$ cat config.mk
export PLATFORM = sky130hd
export DESIGN_NAME = aes_mixcolumns_iter
export DESIGN_NICKNAME = d
export VERILOG_FILES = /design/src/rtl/aes_mixcolumns_iter.sv
export SDC_FILE = /design/constraint.sdc
export NUM_CORES = 1
export LEC_CHECK = 0
export BUFFER_PORTS_ARGS = -buffer_cell sky130_fd_sc_hd__buf_2
export CORE_MARGIN = 2
export CORE_UTILIZATION = 45
export CTS_BUF_LIST = sky130_fd_sc_hd__clkbuf_16
export DETAILED_ROUTE_END_ITERATION = 12
export PLACE_DENSITY_LB_ADDON = 0.12
export SYNTH_ARGS = -nofsm -noshare
export SYNTH_HDL_FRONTEND = slang
export SYNTH_SLANG_ARGS = --single-unit
$ cat constraint.sdc
create_clock -name clk -period 4.1 [get_ports clk]
set_clock_uncertainty 0.15 [all_clocks]
set_input_delay 0.615 -clock clk [delete_from_list [all_inputs] [get_ports clk]]
set_output_delay 0.615 -clock clk [all_outputs]
set_load 0.02 [all_outputs]
$ cat src/rtl/aes_mixcolumns_iter.sv
// aes_mixcolumns_iter: iterative, handshaked AES MixColumns engine.
// Transforms COLS_PER_CYCLE (1, 2 or 4) of the four state columns per clock.
// Optional feature macro: AES_MIXCOL_INV_EN builds the InvMixColumns path and
// lets in_inv choose the direction per block; without it every block is forward.
module aes_mixcolumns_iter #(
    parameter int COLS_PER_CYCLE = 1
) (
    input  logic         clk,
    input  logic         rst_n,
    input  logic         in_valid,
    output logic         in_ready,
    input  logic [127:0] in_data,
    input  logic         in_inv,
    output logic         out_valid,
    input  logic         out_ready,
    output logic [127:0] out_data,
    output logic         busy
);

    if (!(COLS_PER_CYCLE == 1 || COLS_PER_CYCLE == 2 || COLS_PER_CYCLE == 4)) begin : g_bad_cols
        $error("aes_mixcolumns_iter: COLS_PER_CYCLE must be 1, 2 or 4");
    end

    typedef enum logic [1:0] {
        IDLE = 2'd0,
        CALC = 2'd1,
        DONE = 2'd2
    } state_t;

    // col_idx advances by the group size; for a group of four it wraps to 0.
    localparam logic [1:0] STEP       = 2'(COLS_PER_CYCLE);
    localparam logic [1:0] LAST_START = 2'(4 - COLS_PER_CYCLE);
    localparam logic [2:0] GROUP_LEN  = 3'(COLS_PER_CYCLE);

    state_t         state_reg;
    state_t         state_next;
    logic [127:0]   data_reg;
    logic [127:0]   data_calc;
    logic [1:0]     col_idx_reg;
    logic           inv_q;
    logic           load;
    logic           last_group;

    // GF(2^8) helpers built from xtime chains, polynomial x^8+x^4+x^3+x+1.
    function automatic logic [7:0] xtime(input logic [7:0] a);
        return {a[6:0], 1'b0} ^ (a[7] ? 8'h1b : 8'h00);
    endfunction

    function automatic logic [7:0] mul3(input logic [7:0] a);
        return xtime(a) ^ a;
    endfunction

    function automatic logic [31:0] mix_fwd(input logic [31:0] c);
        logic [7:0] a0, a1, a2, a3;
        {a0, a1, a2, a3} = c;
        return {xtime(a0) ^ mul3(a1) ^ a2 ^ a3,
                a0 ^ xtime(a1) ^ mul3(a2) ^ a3,
                a0 ^ a1 ^ xtime(a2) ^ mul3(a3),
                mul3(a0) ^ a1 ^ a2 ^ xtime(a3)};
    endfunction

`ifdef AES_MIXCOL_INV_EN
    // Inverse coefficients: share x2/x4/x8 terms per byte.
    function automatic logic [31:0] mix_inv(input logic [31:0] c);
        logic [7:0] a [4];
        logic [7:0] m9 [4];
        logic [7:0] m11 [4];
        logic [7:0] m13 [4];
        logic [7:0] m14 [4];
        logic [7:0] x2, x4, x8;
        {a[0], a[1], a[2], a[3]} = c;
        for (int i = 0; i < 4; i++) begin
            x2     = xtime(a[i]);
            x4     = xtime(x2);
            x8     = xtime(x4);
            m9[i]  = x8 ^ a[i];
            m11[i] = x8 ^ x2 ^ a[i];
            m13[i] = x8 ^ x4 ^ a[i];
            m14[i] = x8 ^ x4 ^ x2;
        end
        return {m14[0] ^ m11[1] ^ m13[2] ^ m9[3],
                m9[0]  ^ m14[1] ^ m11[2] ^ m13[3],
                m13[0] ^ m9[1]  ^ m14[2] ^ m11[3],
                m11[0] ^ m13[1] ^ m9[2]  ^ m14[3]};
    endfunction
`endif

    assign last_group = (col_idx_reg == LAST_START);
    assign load       = in_valid && in_ready;
    assign out_data   = data_reg;

    // Per-column datapath: a column is rewritten only when it lies in the active group.
    for (genvar gi = 0; gi < 4; gi++) begin : g_col
        logic [31:0] col_in;
        logic [31:0] col_out;
        logic        col_sel;

        assign col_in  = data_reg[127 - 32*gi -: 32];
        assign col_sel = (3'(gi) >= {1'b0, col_idx_reg}) &&
                         (3'(gi) <  ({1'b0, col_idx_reg} + GROUP_LEN));
`ifdef AES_MIXCOL_INV_EN
        assign col_out = inv_q ? mix_inv(col_in) : mix_fwd(col_in);
`else
        assign col_out = mix_fwd(col_in);
`endif
        assign data_calc[127 - 32*gi -: 32] = col_sel ? col_out : col_in;
    end

    // FSM state register.
    always_ff @(posedge clk) begin
        if (!rst_n) begin
            state_reg <= IDLE;
        end else begin
            state_reg <= state_next;
        end
    end

    // Next-state and handshake outputs; in_ready follows out_ready only in DONE.
    always_comb begin
        state_next = state_reg;
        in_ready   = 1'b0;
        out_valid  = 1'b0;
        busy       = 1'b0;
        case (state_reg)
            IDLE: begin
                in_ready = 1'b1;
                if (in_valid) begin
                    state_next = CALC;
                end
            end
            CALC: begin
                busy = 1'b1;
                if (last_group) begin
                    state_next = DONE;
                end
            end
            DONE: begin
                busy      = 1'b1;
                out_valid = 1'b1;
                in_ready  = out_ready;
                if (out_ready) begin
                    state_next = in_valid ? CALC : IDLE;
                end
            end
            default: state_next = IDLE;
        endcase
    end

    // State register and column pointer: load on input handshake, update in place during CALC.
    always_ff @(posedge clk) begin
        if (!rst_n) begin
            data_reg    <= '0;
            col_idx_reg <= '0;
        end else if (load) begin
            data_reg    <= in_data;
            col_idx_reg <= '0;
        end else if (state_reg == CALC) begin
            data_reg    <= data_calc;
            col_idx_reg <= col_idx_reg + STEP;
        end
    end

`ifdef AES_MIXCOL_INV_EN
    // Direction is captured with the block so in_inv may change afterwards.
    always_ff @(posedge clk) begin
        if (!rst_n) begin
            inv_q <= 1'b0;
        end else if (load) begin
            inv_q <= in_inv;
        end
    end
`else
    // Forward-only build: direction input is accepted but has no effect.
    assign inv_q = 1'b0;
    logic unused_inv;
    assign unused_inv = &{1'b0, in_inv, inv_q};
`endif

endmodule

# Word-level counts from Yosys, hierarchy flattened
# Cells that the tools add are included.
# classes
n_addsub	2
order_cmp	7
n_eq_ne	6
mux	30
bitwise_logic	81
n_reduce_logical	17
# ops
op	n
$xor 8x8->8	64
$mux 128	2
$mux 32	4
$xor 8x5->8	16
$mux 5	16
$reduce_bool 2->1	5
$reduce_and 2->1	4
$lt 1x3->1 const A	2
$lt 2x3->1 const A	2
$mux 2	3
$ne 2x2->1 const B	3
$pmux 2 s3	1
$eq 2x2->1 const B	2
$ge 1x2->1 const A	2
$logic_and 1x1->1	4
$reduce_or 2->1	2
$add 2x1->3 const B	1
$mux 1	3
$reduce_and 3->1	1
$add 2x1->2 const B	1
$eq 2x1->1 const B	1
$ge 2x2->1 const A	1
$logic_not 2->1	1
$pmux 1 s2	1
$not 1->1	1
# word_totals
register_bits	132
inputBits	133
out_inout_bits	131
word_cells	149

# Depth between registers and ports, before layout
# Gate-level depths: netlist of the first run.
# depth
ltp_word	9
mapped_depth	9
mapped_depth_nobuf	6

# Least setup slack after synthesis of the first run
# OpenSTA, ideal clock, no wires.
# synth_timing
path_kind	flip-flop to flip-flop
start	register state_reg[0]
end	register data_reg[27] (netlist: out_data[27])
setup_time_ns	0.116
arrival_time_ns	1.793
required_ns	3.834
setup_slack_ns	2.041
path_stages_with_launch	9
path_buffers	3
period_less_slack_ns	2.059
cell_sequence	dfxtp_1 > inv_1 > ha_1 > a21oi_1 > or3_1 > buf_6 > buf_6 > buf_2 > o211a_1
# synth_between
elab_chain_len	5
word_cells_on_any_way	9
classes_between	eq/ne (2); mux (2); reduce/logical (5)
# synth_rtl
item	line_no	rtl
start, declared	35	state_t state_reg;
start signal, assigned	114	state_reg <= state_next;
$eq 2x2->1 / $logic_not 2->1 (equally long branches)	124	case (state_reg)
$pmux 1 s2	124	
$logic_and 1x1->1	89	assign load = in_valid && in_ready;
$reduce_bool 2->1 (no source line)	--	
$reduce_and 2->1 (no source line)	--	
end signal, assigned	155	data_reg <= in_data;
end signal, assigned	158	data_reg <= data_calc;
end, declared	37	logic [127:0] data_reg;
# Several ways; a longest one is shown, not always the timed one.
# A chain may end at the register's enable or synchronous reset.

# Final worst setup path of the first run
# layout_timing
start	register state_reg[0]
end	register data_reg[28] (netlist: out_data[28])
# Same word-level chain as after synthesis.

==> results of run 1 <==
==> through the flow <==
stage / total power (W) / hold slack (ns) / utilization (%)
2_1_floorplan: 0.009583 / 0.3636 / -
4_1_cts: 0.01306 / 0.2603 / 55.25
3_5_place_dp: 0.01129 / 0.3627 / 52.32
5_1_grt: 0.01392 / 0.2660 / 55.25
3_3_place_gp: 0.01122 / 0.3584 / 52.32
6_report: 0.01298 / 0.2752 / 55.25
==> routing by layer <==
layer  track usage (%)  vias to the layer above  wire, um  part of all wire, %
met5                 0                        -         0                    0
met4             6.231                        0       373                  1.3
met3             4.453                       25      1506                  5.2
met2             38.80                      239     13130                   45
met1             33.86                     4133     13890                   48
li1                  -                     4288         -                    -
==> final cells by class <==
type                    count  share of cell area (%)
inverters                  19                  0.5879
clock buffers              17                   3.507
multi-input cells         872                   57.64
repair buffers            274                   11.81
clock inverters            15                   1.784
well taps                 280                   2.888
flip-flops and latches    132                   21.78
==> worst reg2reg max path, delay by kind of cell, from the launching register on <==
kind | cells | cell delay, ns
AND/OR/NAND/NOR | 1 | 0.66
adder cells (fa/ha/maj) | 1 | 0.23
flip-flops | 1 | 0.40
buffers and inverters | 2 | 0.62
multiplexers | 1 | 0.25
AO/OA/AOI/OAI | 2 | 0.45
==> synth_stat cells, types with 8 or more instances <==
library cell  number  area (um2)
xnor2_1          249        2181
dfxtp_1          132        2643
nand2_1           83       311.6
xor2_1            83       727.0
o211ai_1          72       540.5
nand3_1           62       310.3
nand4_1           59       369.1
o21ai_0           46       230.2
a31oi_1           42       262.8
mux2i_1           40       400.4
clkbuf_1          36       135.1
buf_2             34       170.2
xnor3_1           26       585.6
nor2_1            20       75.07
inv_1             19       71.32
o211a_1           13       130.1
and2_1            11       68.82
ha_1              10       125.1
o2bb2ai_1         10       87.58
a21oi_1            9       45.04
xnor2_2            8       130.1
==> power groups by stage <==
| stage | registers (W) | clock network (W) | logic (W) |
|---|---|---|---|
| 2_1_floorplan | 0.00304 | 0 | 0.00654 |
| 3_3_place_gp | 0.00280 | 0 | 0.00842 |
| 3_5_place_dp | 0.00280 | 0 | 0.00849 |
| 4_1_cts | 0.00278 | 0.00174 | 0.00855 |
| 5_1_grt | 0.00287 | 0.00178 | 0.00927 |
| 6_report | 0.00278 | 0.00170 | 0.00849 |
==> worst paths after layout <==
check | to | slack (ns)
hold reg to reg | out_data[38] | 0.38
setup / recovery | out_data[28] | 1.24
setup reg to reg | out_data[28] | 1.24
hold / removal | out_data[121] | 0.28
==> kinds of logic after synthesis <==
logic type	Yosys count	synth area share, %
XOR/XNOR	377	38.35
AND/OR/NAND/NOR	251	12.51
AO/OA/AOI/OAI	194	12.99
flip-flops	132	26.14
buffers and inverters	105	4.814
multiplexers	40	3.960
adder cells (fa/ha/maj)	10	1.237
==> reports/qor.csv, run 1 <==
stage,metric,value,unit
status,status,finished clean,
synthesis,Mean Syn Cell Area,9.117,um2
finish,max reg flops,128,
finish,P&R area growth vs syn,19.98,%
place,routability cong.,0.8362,
synthesis,Main synth FF type,dfxtp_1,
timing,Final setup violation count,0,
routing,total iterations of the first detailed-routing run,5,
routing,1st-iter DRT viols,520,
routing,routed vias,8685,
worst_setup_path,"Data required, critical path",4.28,ns
synthesis,syn nets,1252,
worst_setup_path,worst flop-to-flop path startpoint,state_reg[0],
synthesis,"flops & latches, synth",132,
timing,Tcrit/Tclk final,69.66,%
place,Buffers on Ports,262,
routing,Routed wire per std cell,17.96,um
synthesis,Netlist cell types,35,
power,Seq pwr share,21.4,%
finish,Fill cells,2061,
worst_setup_path,r2r worst-path depth,7,
synthesis,sequential-to-total area share from yosys stat,26.14,%
place,placed instance area,0.01149,mm2
power,leakage power,5.202,nW
worst_setup_path,crit-path leading delay family,simple AND/OR/NAND/NOR gates,
timing,unrepaired setup endpoints after global routing,false,
clock_network,"CTS clk-pin slew, worst paths",0.07,ns
power,switching pwr,0.005898,W
finish,Antenna Cells,0,
routing,Routed Antenna Nets,0,
clock_network,# hold bufs at CTS,0,
synthesis,Mapped Area,0.01011,mm2
floorplanning,die height,153.9,um
worst_setup_path,Setup CP Type,reg -> reg,
timing,Final Critical Period,2.856,ns
place,Post-DP HPWL,20.14,mm
clock_network,clk sinks,132,
run,# Max-Cap Violations,0,
finish,"most common cell after layout, fill and taps aside",buf_2,
power,pwr dens,1070,mW/mm2
floorplanning,core area,0.02196,mm2
clock_network,Post-CTS Setup Inserts,0,
power,Sw Share,45.45,%
worst_setup_path,endpoint class of the critical path,flop,
floorplanning,FP Rows,54,
worst_setup_path,crit-path cells,"inv_1, ha_1, a21oi_1, or3_4, buf_4, mux2i_1, o2bb2ai_1",
worst_hold_path,Worst Hold Class,in -> reg,
grt,grt ovf,0,
worst_setup_path,Crit path depth,7,
timing,Slew HR,42.19,%
power,combinational share of power,65.5,%
power,Max IR drop VDD,0.5389,mV
routing,Via density,5.398,
finish,Register Area,0.002643,mm2
worst_setup_path,critical path's largest stage delay,0.66,ns
finish,Post-Layout Cell Count,1609,
grt,GRT Util Overall,24.25,%
worst_setup_path,Buffers & Inverters on Critical Path,2,
floorplanning,io pins,264,
floorplanning,Die Width,153.9,um
clock_network,root buffer cell,clkbuf_16,
timing,worst slew pin tran,0.8609,ns
clock_network,CTS tree,built,
timing,Fin. Hold Viols,0,
grt,first-pass GRT wire length,46.28,mm
worst_setup_path,startpoint types,flop,
routing,# DRC,0,
grt,largest net degree at the start of global routing,87,
grt,antenna violations before repair,0,
floorplanning,initial core utilization,46.05,%
clock_network,Clock Path Buffers,2,
clock_network,"Clk Latency, worst-skew pair",0.42,ns
finish,Final Net Count,1459,
floorplanning,area of the die,0.02368,mm2
worst_hold_path,Worst Hold Launch,in_data[121],
place,Place WS,1.231,ns
place,Cells after DPL,1577,
finish,post-route cell area,0.01213,mm2
clock_network,CTS resizes,0,
worst_setup_path,Critical path origin,state_reg[0],
grt,vias in the first global route,8475,
timing,Fmax achieved,0.3501,GHz
finish,most frequent cells in the layout,"buf_2, xnor2_1, dfxtp_1",
clock_network,CTS buffer count,17,
synthesis,asr flop ratio synth,0,%
power,Clock power frac,13.1,%
timing,Pins Over Slew Limit,0,
finish,area occupied by multi-input gates,0.006993,mm2
worst_hold_path,Hold Path Cell Cnt,3,
worst_setup_path,crit-path max FO,61,
worst_setup_path,"Data arrival, critical path",3.04,ns
worst_setup_path,Crit-path slowest cell,or3_4,
synthesis,Cells after Synth,1109,
synthesis,Yosys warnings,0,
routing,routed wire length,28.89,mm
clock_network,H-tree depth,4,
timing,Setup TNS,0,ns
finish,layout cells sized above 1,24.08,%
synthesis,number of synthesized flops with an enable pin,0,
timing,setup ws final,1.244,ns
power,P_int,0.007080,W
No activity file was read; power rests on OpenSTA's default activity.
==> run 2, diff against run 1 <==
- clock period: 4.1 -> 2.4 ns (I/O delays scaled with it)
==> run 2 against run 1 <==
Net effect: sequential share of layout area fell by 0.36 points; highest routed layer unchanged; register-to-register slack worse by 0.99 ns; global-route usage about the same; via count rose by 1.4%; hold slack worse by 0.26 ns; core utilization grew 0.93 points; count of clock-buffer cells in the layout unchanged; largest cell class unchanged; cell count is 0.87% higher.
==> reports/qor.csv, run 2 (same netlist as run 1, synthesis figures left out) <==
stage,metric,value,unit,change
clock_network,# hold bufs at CTS,0,,unchanged
timing,Setup TNS,0,ns,unchanged
finish,layout cells sized above 1,24.89,%,+0.81 points
timing,worst slew pin tran,0.6439,ns,-0.2171 ns
worst_setup_path,"Data required, critical path",1.89,ns,-2.39 ns
power,leakage power,5.290,nW,+1.7%
routing,routed vias,8803,,+1.4%
grt,grt ovf,0,,unchanged
timing,Slew HR,56.77,%,+15 points
timing,Fmax achieved,0.4538,GHz,
status,status,finished clean,,
finish,most frequent cells in the layout,"buf_2, xnor2_1, dfxtp_1",,
clock_network,CTS buffer count,17,,unchanged
floorplanning,io pins,264,,unchanged
floorplanning,area of the die,0.02368,mm2,unchanged
clock_network,clk sinks,132,,unchanged
clock_network,root buffer cell,clkbuf_16,,
finish,Final Net Count,1473,,+0.96%
finish,"most common cell after layout, fill and taps aside",buf_2,,
worst_setup_path,endpoint class of the critical path,output pin,,
clock_network,"CTS clk-pin slew, worst paths",0.06,ns,about the same
floorplanning,Die Width,153.9,um,unchanged
worst_hold_path,Worst Hold Class,in -> reg,,
routing,total iterations of the first detailed-routing run,5,,unchanged
floorplanning,initial core utilization,46.05,%,unchanged
power,Max IR drop VDD,1.077,mV,+100%
routing,1st-iter DRT viols,479,,-7.9%
finish,area occupied by multi-input gates,0.007008,mm2,+0.21%
routing,routed wire length,29.00,mm,+0.38%
routing,Via density,5.424,,+0.48%
place,Cells after DPL,1590,,+0.82%
power,Seq pwr share,21.2,%,-0.2 points
routing,# DRC,0,,unchanged
place,Post-DP HPWL,20.42,mm,+1.4%
power,Sw Share,45.41,%,about the same
clock_network,H-tree depth,4,,unchanged
run,# Max-Cap Violations,0,,unchanged
grt,vias in the first global route,8439,,-0.42%
worst_setup_path,register-to-register setup slack,0.25,ns,-0.99 ns
finish,Fill cells,1993,,-3.3%
power,pwr dens,1812,mW/mm2,+69%
worst_setup_path,"Data arrival, critical path",1.69,ns,-1.35 ns
worst_setup_path,crit-path max FO,5,,-92%
routing,Routed Antenna Nets,0,,unchanged
grt,first-pass GRT wire length,46.17,mm,-0.24%
timing,Final setup violation count,0,,unchanged
clock_network,Clock Path Buffers,2,,unchanged
power,combinational share of power,66.3,%,+0.8 points
timing,Pins Over Slew Limit,0,,unchanged
power,switching pwr,0.01015,W,+72%
timing,Final Critical Period,2.204,ns,
finish,P&R area growth vs syn,22.01,%,
routing,Routed wire per std cell,17.87,um,-0.49%
grt,largest net degree at the start of global routing,57,,-34%
timing,Tcrit/Tclk final,91.82,%,
floorplanning,core area,0.02196,mm2,unchanged
timing,Fin. Hold Viols,0,,unchanged
finish,Register Area,0.002643,mm2,unchanged
clock_network,"Clk Latency, worst-skew pair",0.42,ns,about the same
power,P_int,0.01220,W,+72%
place,routability cong.,0.8324,,-0.45%
grt,GRT Util Overall,24.26,%,about the same
place,Buffers on Ports,262,,unchanged
worst_setup_path,startpoint types,flop,,
worst_setup_path,Setup CP Type,reg -> out,,
finish,max reg flops,128,,unchanged
power,Clock power frac,12.5,%,-0.6 points
timing,unrepaired setup endpoints after global routing,false,,
floorplanning,die height,153.9,um,unchanged
clock_network,CTS tree,built,,
finish,Post-Layout Cell Count,1623,,+0.87%
floorplanning,FP Rows,54,,unchanged
grt,antenna violations before repair,1,,+1
[run 2: cell count changes in the layout (fill, tap and decap cells not counted), moves of 2 or more]
cell / change
clkinv_1: +2
nand3_4: +2
buf_12: +9
nand3_2: -2
clkinv_4: -2
inv_1: -3
buf_4: +5
[run 2: power groups by stage]
| stage | clock network (W) | logic [W] | registers, W |
|---|---|---|---|
| 2_1_floorplan | 0 | 0.0112 | 0.00519 |
| 3_3_place_gp | 0 | 0.0146 | 0.00477 |
| 3_5_place_dp | 0 | 0.0147 | 0.00477 |
| 4_1_cts | 0.00286 | 0.0149 | 0.00473 |
| 5_1_grt | 0.00296 | 0.0161 | 0.00491 |
| 6_report | 0.00280 | 0.0148 | 0.00473 |
[run 2: final timing paths]
kind / from / end / cells after the start
setup / recovery: state_reg[0] / in_ready / 6
hold / removal: in_data[113] / out_data[113] / 3
setup reg to reg: state_reg[0] / out_data[94] / 7
hold reg to reg: out_data[38] / out_data[38] / 2
[run 2: per-layer routing]
metal / part of all wire [%] / track usage, % / routed length, um
met5: 0 / 0 / 0
met2: 46 / 38.42 / 13290
met3: 6.2 / 4.791 / 1811
met1: 47 / 34.18 / 13550
met4: 1.2 / 5.696 / 348
[run 2: stage by stage]
stage	util, %	worst slack, ns	total power (W)	cell area (um2)	hold slack, ns
floorplan	-	0.3405	0.01637	10110	0.3599
global placement	53.23	0.08607	0.01940	11690	0.3665
detailed placement	53.23	0.05035	0.01950	11690	0.3583
CTS	56.01	0.03558	0.02249	12300	0.0009447
global route	56.17	0.01798	0.02396	12330	0.01437
finish	56.18	0.1963	0.02235	12340	0.01909
[run 2: final cells by class]
cell class,count,area share (%)
well taps,280,2.840
flip-flops and latches,132,21.42
inverters,19,0.5781
repair buffers,288,13.38
multi-input cells,872,56.81
diodes,1,0.02028
clock buffers,17,3.448
clock inverters,14,1.511
[run 2: worst max-delay path, cell delays in order (launching register included)]
cell and delay (ns):
dfxtp_1 0.39, inv_1 0.10, ha_1 0.23, a21oi_1 0.20, buf_4 0.16, nor2_1 0.04, buf_2 0.16
[run 2: timing repair]
item                       CTS  global route
setup endpoints to repair    0            51
buffers inserted             0             1
resized for setup            0             2
==> run 3, diff against run 2 <==
- CORE_MARGIN: 2 -> 8
- SLEW_MARGIN: not set -> 20
==> run 3 against run 2 <==
Net effect: sequential share of layout area barely moved; critical path depth unchanged; die area grew 16%; combinational power is essentially flat; via count up 2.0%; count of clock-buffer cells in the layout did not move; setup slack worse by 0.082 ns; core utilization decreased by 1.2 points; clock power down 9.6%; non-clock buffer count increased by 7.
==> reports/qor.csv, run 3 (same netlist as run 1, synthesis figures left out) <==
stage,metric,value,unit,change
place,Cells after DPL,1602,,+0.75%
routing,Routed wire per std cell,18.83,um,+5.3%
floorplanning,core area,0.02237,mm2,+1.9%
grt,grt ovf,0,,unchanged
floorplanning,io pins,264,,unchanged
finish,P&R area growth vs syn,21.73,%,
worst_setup_path,Buffers & Inverters on Critical Path,1,,-2
worst_setup_path,"Data arrival, critical path",2.47,ns,+0.78 ns
finish,post-route cell area,0.01231,mm2,-0.23%
routing,routed vias,8979,,+2.0%
worst_setup_path,crit-path leading delay family,simple AND/OR/NAND/NOR gates,,
clock_network,CTS buffer count,17,,unchanged
worst_setup_path,endpoint class of the critical path,flop,,
status,status,finished clean,,
timing,Pins Over Slew Limit,0,,unchanged
worst_setup_path,startpoint types,flop,,
floorplanning,die height,165.9,um,+7.8%
finish,Fill cells,2099,,+5.3%
timing,unrepaired setup endpoints after global routing,true,,
finish,layout cells sized above 1,25.11,%,+0.22 points
place,routability cong.,0.8422,,+1.2%
finish,most frequent cells in the layout,"buf_2, xnor2_1, dfxtp_1",,
clock_network,root buffer cell,clkbuf_16,,
routing,Via density,5.492,,+1.3%
run,# Max-Cap Violations,0,,unchanged
grt,first-pass GRT wire length,49.82,mm,+7.9%
power,pwr dens,1802,mW/mm2,-0.54%
place,Buffers on Ports,262,,unchanged
clock_network,H-tree depth,4,,unchanged
finish,"most common cell after layout, fill and taps aside",buf_2,,
power,leakage power,5.314,nW,+0.46%
routing,total iterations of the first detailed-routing run,7,,+2
finish,max reg flops,128,,unchanged
finish,Post-Layout Cell Count,1635,,+0.74%
floorplanning,FP Rows,55,,+1.9%
timing,worst slew pin tran,0.5658,ns,-0.07804 ns
floorplanning,Die Width,165.9,um,+7.8%
grt,vias in the first global route,9110,,+8.0%
worst_setup_path,critical path's largest stage delay,0.40,ns,about the same
grt,antenna violations before repair,0,,-1
timing,Final setup violation count,0,,unchanged
clock_network,Post-CTS Setup Inserts,0,,unchanged
worst_setup_path,Setup CP Type,reg -> reg,,
timing,Final Critical Period,2.286,ns,+0.08202 ns
routing,1st-iter DRT viols,604,,+26%
place,placed instance area,0.01173,mm2,+0.40%
grt,GRT Util Overall,21.88,%,-2.4 points
worst_setup_path,crit-path max FO,16,,+11
routing,# DRC,0,,unchanged
power,Max IR drop VDD,0.8621,mV,-20%
clock_network,CTS tree,built,,
clock_network,clk sinks,132,,unchanged
finish,Final Net Count,1480,,+0.48%
worst_hold_path,Worst Hold Class,in -> reg,,
clock_network,"CTS clk-pin slew, worst paths",0.06,ns,about the same
place,Post-DP HPWL,22.34,mm,+9.4%
timing,Slew HR,62.01,%,+5.2 points
worst_setup_path,crit-path cells,"inv_1, ha_1, nor2_1, or3_4, nand3_2, o211ai_1",,
clock_network,Clock Path Buffers,2,,unchanged
floorplanning,initial core utilization,45.21,%,-0.84 points
routing,routed wire length,30.78,mm,+6.1%
grt,largest net degree at the start of global routing,53,,-7.0%
floorplanning,area of the die,0.02752,mm2,+16%
worst_setup_path,Crit-path slowest cell,dfxtp_1,,
worst_setup_path,"Data required, critical path",2.59,ns,+0.70 ns
timing,Tcrit/Tclk final,95.24,%,+3.4 points
routing,Routed Antenna Nets,0,,unchanged
clock_network,"Clk Latency, worst-skew pair",0.42,ns,about the same
finish,Antenna Cells,0,,-1
timing,Fmax achieved,0.4375,GHz,-3.6%
timing,Fin. Hold Viols,0,,unchanged
## run 3: area by class of cell
type / instances / area [um2] / area share [%]
sequential: 132 / 2643 / 21.47
clock inverter: 15 / 127.6 / 1.037
multi-input combinational: 872 / 7000 / 56.88
timing repair buffer: 295 / 1684 / 13.68
clock buffer: 17 / 425.4 / 3.456
inverter: 19 / 71.32 / 0.5794
tap: 285 / 356.6 / 2.897
## run 3: repair_timing
item / in CTS / in global routing
endpoints found under the setup margin: 13 / 34
hold endpoints to repair: 1 / 0
hold buffers: 1 / 0
gates resized for setup: 1 / 1
## run 3: per-layer routing
metal  part of all wire (%)  vias to the layer above  global-route usage (%)
met4                    1.5                        0                   5.850
met5                      0                        -                       0
met2                     47                      300                   35.54
met1                     46                     4315                   28.93
li1                       -                     4334                       -
met3                    5.8                       30                   4.730
## run 3: path summary, 6_finish.rpt
kind,startpoint,endpoint,slack (ns),cells after the start
min,in_data[46],out_data[46],0.02,2
min reg2reg,out_data[38],out_data[38],0.38,2
max,state_reg[0],out_data[111],0.11,6
max reg2reg,state_reg[0],out_data[111],0.11,6
## run 3: per-stage QoR
step           hold WS [ns]  util, %  TNS [ns]  total power [W]  worst slack [ns]
6_report            0.02184    55.03         0          0.02218            0.1143
5_1_grt             0.01200    55.03   -0.4649          0.02375          -0.03944
2_1_floorplan        0.3599        -         0          0.01637            0.3405
3_5_place_dp         0.3689    52.46   -0.2395          0.01964          -0.03059
4_1_cts            0.002329    55.02         0          0.02233           0.08378
3_3_place_gp         0.3676    52.46         0          0.01954          0.008620
## run 3: report_power, final
group / internal, W / leakage (nW) / switching, W
combinational: 0.00750 / 3.94 / 0.00741
sequential: 0.00304 / 1.08 / 0.00169
clock: 0.00150 / 0.288 / 0.00103
